<file path="config.mk">
export PLATFORM = sky130hd
export DESIGN_NAME = fifo_write_arbiter
export DESIGN_NICKNAME = d
export VERILOG_FILES = /design/src/rtl/fifo_write_arbiter.sv
export SDC_FILE = /design/constraint.sdc
export NUM_CORES = 1
export LEC_CHECK = 0
export ABC_AREA = 1
export CORE_AREA = 5 5 83 85
export DETAILED_ROUTE_END_ITERATION = 8
export DIE_AREA = 0 0 88 90
export DONT_BUFFER_PORTS = 1
export REMOVE_ABC_BUFFERS = 1
export SYNTH_ARGS = -nofsm -noshare
export SYNTH_HDL_FRONTEND = slang
export SYNTH_SLANG_ARGS = --single-unit
</file>
<file path="constraint.sdc">
create_clock -name clk -period 4.55 [get_ports clk]
set_input_delay 1.1375 -clock clk [delete_from_list [all_inputs] [get_ports clk]]
set_output_delay 1.1375 -clock clk [all_outputs]
set_load 0.03 [all_outputs]
</file>
<file path="src/rtl/fifo_write_arbiter.sv">
// Round-robin arbiter that lets NREQ requesters take turns writing bursts of up
// to BURST beats into a single FIFO, stalling on full and counting stall cycles.
module fifo_write_arbiter #(
  parameter int NREQ  = 4,
  parameter int WIDTH = 8,
  parameter int BURST = 4
) (
  input  logic                  clk,
  input  logic                  rst,
  input  logic [NREQ-1:0]       req,
  input  logic [NREQ*WIDTH-1:0] d_req,
  output logic [NREQ-1:0]       ack,
  output logic [NREQ-1:0]       gnt,
  output logic                  wren,
  output logic [WIDTH-1:0]      d_in,
  input  logic                  fifo_full,
  output logic [15:0]           stall_cnt
);

  localparam int IW = (NREQ > 1) ? $clog2(NREQ) : 1;
  localparam int CW = (BURST > 1) ? $clog2(BURST) : 1;

  localparam logic [0:0] IDLE  = 1'b0;
  localparam logic [0:0] GRANT = 1'b1;

  localparam logic [IW-1:0] LAST_IDX = IW'(NREQ - 1);
  localparam logic [IW:0]   NREQ_W   = (IW + 1)'(NREQ);
  localparam logic [CW-1:0] CNT_MAX  = CW'(BURST - 1);

  logic [0:0]      state_q, state_d;
  logic [IW-1:0]   owner_q, owner_d;
  logic [IW-1:0]   lsp_q,   lsp_d;
  logic [CW-1:0]   cnt_q,   cnt_d;
  logic [NREQ-1:0] gnt_q,   gnt_d;
  logic [15:0]     stall_q, stall_d;

  logic            found;
  logic [IW-1:0]   pick;

  // Scan lsp+1, lsp+2, ... wrapping, so the last-served requester is checked last.
  always_comb begin
    logic [IW:0] sum;
    logic [IW:0] wrapped;
    found   = 1'b0;
    pick    = lsp_q;
    sum     = '0;
    wrapped = '0;
    for (int k = 1; k <= NREQ; k++) begin
      sum     = {1'b0, lsp_q} + (IW + 1)'(k);
      wrapped = (sum >= NREQ_W) ? (sum - NREQ_W) : sum;
      if (!found && req[wrapped[IW-1:0]]) begin
        found = 1'b1;
        pick  = wrapped[IW-1:0];
      end
    end
  end

  assign wren = (state_q == GRANT) & req[owner_q] & ~fifo_full & rst;
  assign d_in = (state_q == GRANT) ? d_req[int'(owner_q)*WIDTH +: WIDTH] : '0;
  assign gnt  = gnt_q;

  always_comb begin
    ack          = '0;
    ack[owner_q] = wren;
  end

  always_comb begin
    state_d = state_q;
    owner_d = owner_q;
    lsp_d   = lsp_q;
    cnt_d   = cnt_q;
    gnt_d   = gnt_q;
    case (state_q)
      IDLE: begin
        gnt_d = '0;
        if (found) begin
          state_d     = GRANT;
          owner_d     = pick;
          lsp_d       = pick;
          cnt_d       = '0;
          gnt_d[pick] = 1'b1;
        end
      end
      GRANT: begin
        // A dropped request releases the grant; a full FIFO simply holds everything.
        if (!req[owner_q]) begin
          state_d = IDLE;
          cnt_d   = '0;
          gnt_d   = '0;
        end else if (wren) begin
          if (cnt_q == CNT_MAX) begin
            state_d = IDLE;
            cnt_d   = '0;
            gnt_d   = '0;
          end else begin
            cnt_d = cnt_q + CW'(1);
          end
        end
      end
      default: begin
        state_d = IDLE;
        gnt_d   = '0;
      end
    endcase
  end

  always_comb begin
    stall_d = stall_q;
    if ((|req) && fifo_full && (stall_q != 16'hFFFF)) begin
      stall_d = stall_q + 16'd1;
    end
  end

  assign stall_cnt = stall_q;

  always_ff @(posedge clk) begin
    if (!rst) begin
      state_q <= IDLE;
      owner_q <= '0;
      lsp_q   <= LAST_IDX;
      cnt_q   <= '0;
      gnt_q   <= '0;
      stall_q <= '0;
    end else begin
      state_q <= state_d;
      owner_q <= owner_d;
      lsp_q   <= lsp_d;
      cnt_q   <= cnt_d;
      gnt_q   <= gnt_d;
      stall_q <= stall_d;
    end
  end

endmodule

</file>
==> results of run 1 <==
[worst register-to-register path, delay by kind of cell, from the launching register on]
family | cells | cell delay (ns)
AND/OR/NAND/NOR | 9 | 1.12
adder cells (fa/ha/maj) | 1 | 0.28
flip-flops | 1 | 0.63
buffers and inverters | 1 | 0.14
[sequential cells by signal (all words and copies together) (netlist names)]
name	count
stall_cnt	16
gnt	4
cnt_q	2
lsp_q	2
owner_q	2
state_q	1
[final cells by class]
| type | instances | area share |
|---|---|---|
| Tap cell | 77 | 0.0475 |
| Sequential cell | 27 | 0.266 |
| Timing Repair Buffer | 4 | 0.0148 |
| Clock buffer | 4 | 0.0222 |
| Inverter | 25 | 0.0499 |
| Multi-Input combinational cell | 234 | 0.599 |
[how the worst max path moves through the flow]
stage	end	slack (ns)	cells after the start
final	ack[3]	1.19	7
after global routing	ack[2]	0.98	7
after CTS	ack[3]	1.18	7
after detailed placement	ack[3]	1.43	5
after global placement	ack[2]	1.46	5
after floorplan	ack[0]	1.20	4
[metrics by stage]
stage	instances	setup slack, ns	hold WS, ns
floorplan	286	1.20	0.457
global placement	367	1.46	0.475
detailed placement	367	1.43	0.490
CTS	371	1.18	0.500
global route	371	0.977	0.538
finish	371	1.19	0.495
[metal layers]
layer / vias to the layer above / GRT usage
li1: 981 / -
met1: 837 / 0.156
met2: 54 / 0.211
met3: 2 / 0.0311
met4: 0 / 0.0153
met5: - / 0
[synthesized netlist by cell type]
| cell | count |
|---|---|
| buf_6 | 1 |
| ha_1 | 2 |
| clkbuf_1 | 3 |
| inv_4 | 1 |
| nand4_2 | 1 |
| nor3_1 | 7 |
| a31oi_1 | 12 |
| o21ai_1 | 5 |
| a21oi_1 | 9 |
| xor2_1 | 5 |
| nor3_2 | 1 |
| nand2_1 | 85 |
| nand3b_1 | 1 |
| buf_4 | 3 |
| nand2_2 | 11 |
| nand2_4 | 3 |
| nor2_1 | 32 |
| buf_1 | 1 |
| xnor2_1 | 1 |
| inv_1 | 14 |
| o211ai_1 | 2 |
| nor2_2 | 2 |
| o21ai_0 | 6 |
| inv_2 | 7 |
| a21oi_2 | 6 |
| dfxtp_1 | 27 |
| a22oi_1 | 8 |
| clkinv_1 | 2 |
| nand3_4 | 1 |
| inv_6 | 1 |
| nand3_1 | 27 |
| nand4_1 | 3 |
| nor2_4 | 4 |
[cells by family after synthesis]
kind of cell             Yosys count
AND/OR/NAND/NOR                  178
flip-flops                        27
buffers and inverters             33
AO/OA/AOI/OAI                     48
adder cells (fa/ha/maj)            2
XOR/XNOR                           6
[power by group through the flow]
stage               clock [uW]  sequential, uW  combinational (uW)
global placement             0             367                 582
floorplan                    0             347                 510
finish                     138             361                 588
detailed placement           0             367                 595
global route               151             368                 671
CTS                        143             362                 596
==> results.yml, run 1 <==
worst_setup_path:
  crit_path_end_kind: "primary output"
  critPathBufInv: 2
  cpLargestDelayFamily: "simple AND/OR/NAND/NOR gates"
  ff2ff_setup_slack_ns: 2.33
  reg2reg_to: "stall_cnt[11]$_SDFFE_PN0P_"
  max_stage_delay_ns: 0.76
  cp_cell_sequence: "inv_2 -> nor2_4 -> nand2_1 -> nand4_2 -> nand4_1 -> nor3_1 -> buf_4"
  crit_arrival_ns: 2.23
  worstSetupPathType: "reg -> out"
  cp_slowest_cell: "dfxtp_1"
  startpoint_type: "flip-flop"
  worstPathMaxFanout: 15
  worstPathRequired_ns: 3.41
  crit_start: "owner_q[0]$_SDFFE_PN0P_"
  r2r-start: "stall_cnt[0]$_SDFFE_PN0P_"
  reg2reg_depth: 11
cts:
  post_cts_buffers: 0
  ctsResizeCount: 0
  clk_pin_slew_worst_paths_ns: 0.09
  cts_tree: "yes"
  clock_latency_ns: 0.27
  clock_path_buffers: 2
  htree_levels: 1
  cts_sinks: 27
  root_buffer: "clkbuf_8"
  hold_buffers: 0
  cts_buffers: 3
power:
  power_leakage_uw: 0.000737
  pwr-share-seq: 0.332
  p_per_area_nw_per_um2: 536
  switchingPower_uw: 562
  power_frac_comb: 0.541
  internal_power_uw: 524
  peakVddDrop_v: 0.000324
  pwr-share-clk: 0.127
  p_sw_frac: 0.517
  finalPower_uw: 1090
finish:
  seqCellArea_sq_um: 541
  fillers: 682
  layout_common_cells: "85 x nand2_1, 32 x nor2_1, 27 x nand3_1, 27 x dfxtp_1, 14 x inv_1"
  fin_nets: 336
  antenna-diode-count: 0
  multi_input_area_sq_um: 1220
  final_common_cell: "nand2_1"
  drive_above_1_share: 0.153
  finalInstanceArea_sq_um: 2030
  final_util: 0.331
  area_growth_pct: 6.43
route:
  wl_met2_um: 2250
  drt_iter0_markers: 36
  drt-wirelength-per-cell_um: 12.9
  met3WireLength_um: 344
  dr.max_layer_used: "met4"
  totalWireLength_um: 4800
  drt-met1-wl_um: 2190
  ant_nets: 0
  drt_pass1_iterations: 4
  num_vias: 1874
  drc_errors: 0
  vias_per_cell: 5.05
timing:
  relSlewSlack: 0.492
  fmax_mhz: 297
  setup_tns_ns: 0
  setup_viol: 0
  rsz0062_at_grt: "no"
  clock_skew_ns: 0.00546
  hold_viol: 0
  drv_slew: 0
  period_share: 0.740
  final.min_clock_period_ns: 3.36
  worst_slew_pin_slew_ns: 0.759
synthesis:
  avgSynthCellArea_sq_um: 6.49
  ys_top_cells_by_area: "dfxtp_1 28%, nand2_1 17%, nand3_1 7.1%"
  synth_top_area_frac: 0.283
  ys_types: 33
  synthMuxAreaShare: 0
  synth-compound-area-share: 0.159
  yosysTopAreaCell: "dfxtp_1"
  ys_ff_latch: 27
  synth-simple-area-share: 0.438
  netlist_area_sq_um: 1910
  syn_inst: 294
  synth_fa_ha_area_frac: 0.0131
  synth_xor_area_frac: 0.0276
  yosys_warnings: 0
  ys_seq_area_frac: 0.283
  synth_top_family_by_area: "simple AND/OR/NAND/NOR gates"
floorplan:
  die-width_um: 88
  start_util: 0.311
  core_sq_um: 6130
  die_h_um: 90
  io_pins: 72
  rows: 29
  die_area_sq_um: 7920
grt:
  grt_start_max_net_pins: 17
  track_usage: 0.123
  grt_pass1_vias: 1799
  grt-ovfl-total: 0
  grt_pass1_wl_um: 8180
  antenna_found_initial: 0
placement:
  gp_congestion: 0.802
  numPortBuffers: 0
  hpwl_um: 3790
  postPlaceCellArea_sq_um: 1980
min_path:
  holdPathEnd: "cnt_q[1]$_SDFFE_PN0P_"
  hold_class: "reg -> reg"
  hold_depth: 2
  min_from: "cnt_q[1]$_SDFFE_PN0P_"
run:
  max-cap-violations: 0
status:
  status: "finished clean"
Power figures use the tool's default switching activity.
==> run 2, diff against run 1 <==
==> constraint.sdc (replaced) <==
create_clock -name clk -period 2.75 [get_ports clk]
set_input_delay 0.6875 -clock clk [delete_from_list [all_inputs] [get_ports clk]]
set_output_delay 0.6875 -clock clk [all_outputs]
set_load 0.03 [all_outputs]
==> run 2 against run 1 <==
Power is 73% higher. Wire length is 2.5% higher. Via count up 3.8%. Design area is 9.1% higher. Count of clock-buffer cells in the layout shrank 1. Final cell count increased by 6.2%. Largest power group unchanged. Highest routed layer unchanged.
==> results.yml, run 2 (synthesized netlist as in run 1, its figures left out) <==
worst_setup_path:
  crit_start: "owner_q[1]$_SDFFE_PN0P_"
  startpoint_type: "flip-flop"
  r2r-start: "stall_cnt[0]$_SDFFE_PN0P_"
  worstPathMaxFanout: 9
  crit_arrival_ns: 1.89
  crit_path_end_kind: "primary output"
  worstSetupPathType: "reg -> out"
  worstPathRequired_ns: 2.06
cts:
  cts_sinks: 27
  clk_pin_slew_worst_paths_ns: 0.09
  cts_buffers: 3
  hold_buffers: 0
  clock_path_buffers: 2
  cts_tree: "yes"
  clock_latency_ns: 0.27
  root_buffer: "clkbuf_8"
  htree_levels: 1
floorplan:
  start_util: 0.311
  die_h_um: 90
  core_sq_um: 6130
  die_area_sq_um: 7920
  die-width_um: 88
  io_pins: 72
  rows: 29
finish:
  area_growth_pct: 16.1
  layout_common_cells: "85 x nand2_1, 32 x nor2_1, 27 x nand3_1, 27 x buf_4, 25 x dfxtp_1"
  fillers: 654
  largest_reg_flops: 16
  final_util: 0.361
  fin_nets: 359
  antenna-diode-count: 0
  drive_above_1_share: 0.227
  final_common_cell: "nand2_1"
placement:
  place_ws_ns: 0.301
  hpwl_um: 3910
  numPortBuffers: 0
  gp_congestion: 0.845
timing:
  rsz0062_at_grt: "no"
  drv_slew: 0
  fin_ws_ns: 0.175
  hold_viol: 0
  fmax_mhz: 388
  period_share: 0.936
  clock_skew_ns: 0.00261
  worst_slew_pin_slew_ns: 0.530
  setup_tns_ns: 0
  final.min_clock_period_ns: 2.57
  setup_viol: 0
  relSlewSlack: 0.647
run:
  max-cap-violations: 0
power:
  p_per_area_nw_per_um2: 848
  power_leakage_uw: 0.000861
  finalPower_uw: 1880
  peakVddDrop_v: 0.000626
route:
  ant_nets: 0
  vias_per_cell: 4.94
  num_vias: 1945
  drc_errors: 0
  drt_iter0_markers: 39
  drt_pass1_iterations: 5
  drt-wirelength-per-cell_um: 12.5
  totalWireLength_um: 4920
grt:
  grt_pass1_wl_um: 8120
  grt_start_max_net_pins: 17
  grt-ovfl-total: 0
  grt_pass1_vias: 1770
  antenna_found_initial: 0
  track_usage: 0.121
min_path:
  hold_class: "reg -> reg"
  min_from: "cnt_q[1]$_SDFFE_PN0P_"
status:
  status: "finished clean"
run 2: changes by cell type in the layout (fill, tap and decap cells not counted), sizes merged:
cell,change
buf,+23
clkbuf,-1
clkinv,+1
run 2: repair_timing:
| action | 4_1_cts | 5_1_grt |
|---|---|---|
| setup buffers | 0 | 4 |
| endpoints found under the setup margin | 2 | 4 |
| gates resized for setup | 1 | 3 |
| pin swaps | 0 | 2 |
run 2: power breakdown:
part / total (uW) / leakage (uW) / switching (uW) / internal (uW)
clock network: 226 / 0.0000255 / 124 / 101
registers: 573 / 0.000221 / 123 / 450
logic: 1080 / 0.000615 / 690 / 387
total: 1880 / 0.000861 / 938 / 939
run 2: critical path: stages (launching register included):
cell	delay [ns]
dfxtp_2	0.46
inv_2	0.09
nor2_4	0.21
nand2_1	0.09
nand4_2	0.13
nand4_1	0.23
nor3_1	0.21
buf_4	0.20
run 2: routing by layer:
layer	vias up	part of all wire	GRT usage	routed length [um]
met5	-	0	0	0
met4	0	0.0035	0.0166	17
met3	2	0.082	0.0347	403
met2	61	0.47	0.198	2320
met1	863	0.44	0.160	2170
li1	1019	-	-	-
run 2: worst paths after layout:
kind                                                    to  slack [ns]  cells past startpoint
worst min-delay path                 cnt_q[1]$_SDFFE_PN0P_        0.50                      2
worst min register to register       cnt_q[1]$_SDFFE_PN0P_        0.50                      2
worst max-delay path                                ack[0]        0.18                      7
worst max register to register  stall_cnt[10]$_SDFFE_PN0P_        0.74                     10
run 2: area by class of cell:
cell class,instances,area [sq um],area share
inverter,25,101,0.0458
multi-input combinational,234,1220,0.552
sequential,27,546,0.246
clock buffer,3,41.3,0.0187
tap,77,96.3,0.0435
timing repair buffer,27,203,0.0916
clock inverter,1,5.00,0.00226
run 2: through the flow:
| step | cell area [sq um] | hold slack [ns] | instances |
|---|---|---|---|
| 3_3_place_gp | 2130 | 0.472 | 386 |
| 5_1_grt | 2210 | 0.495 | 394 |
| 4_1_cts | 2170 | 0.503 | 390 |
| 6_report | 2210 | 0.496 | 394 |
| 3_5_place_dp | 2130 | 0.489 | 386 |
| 2_1_floorplan | 1860 | 0.457 | 286 |
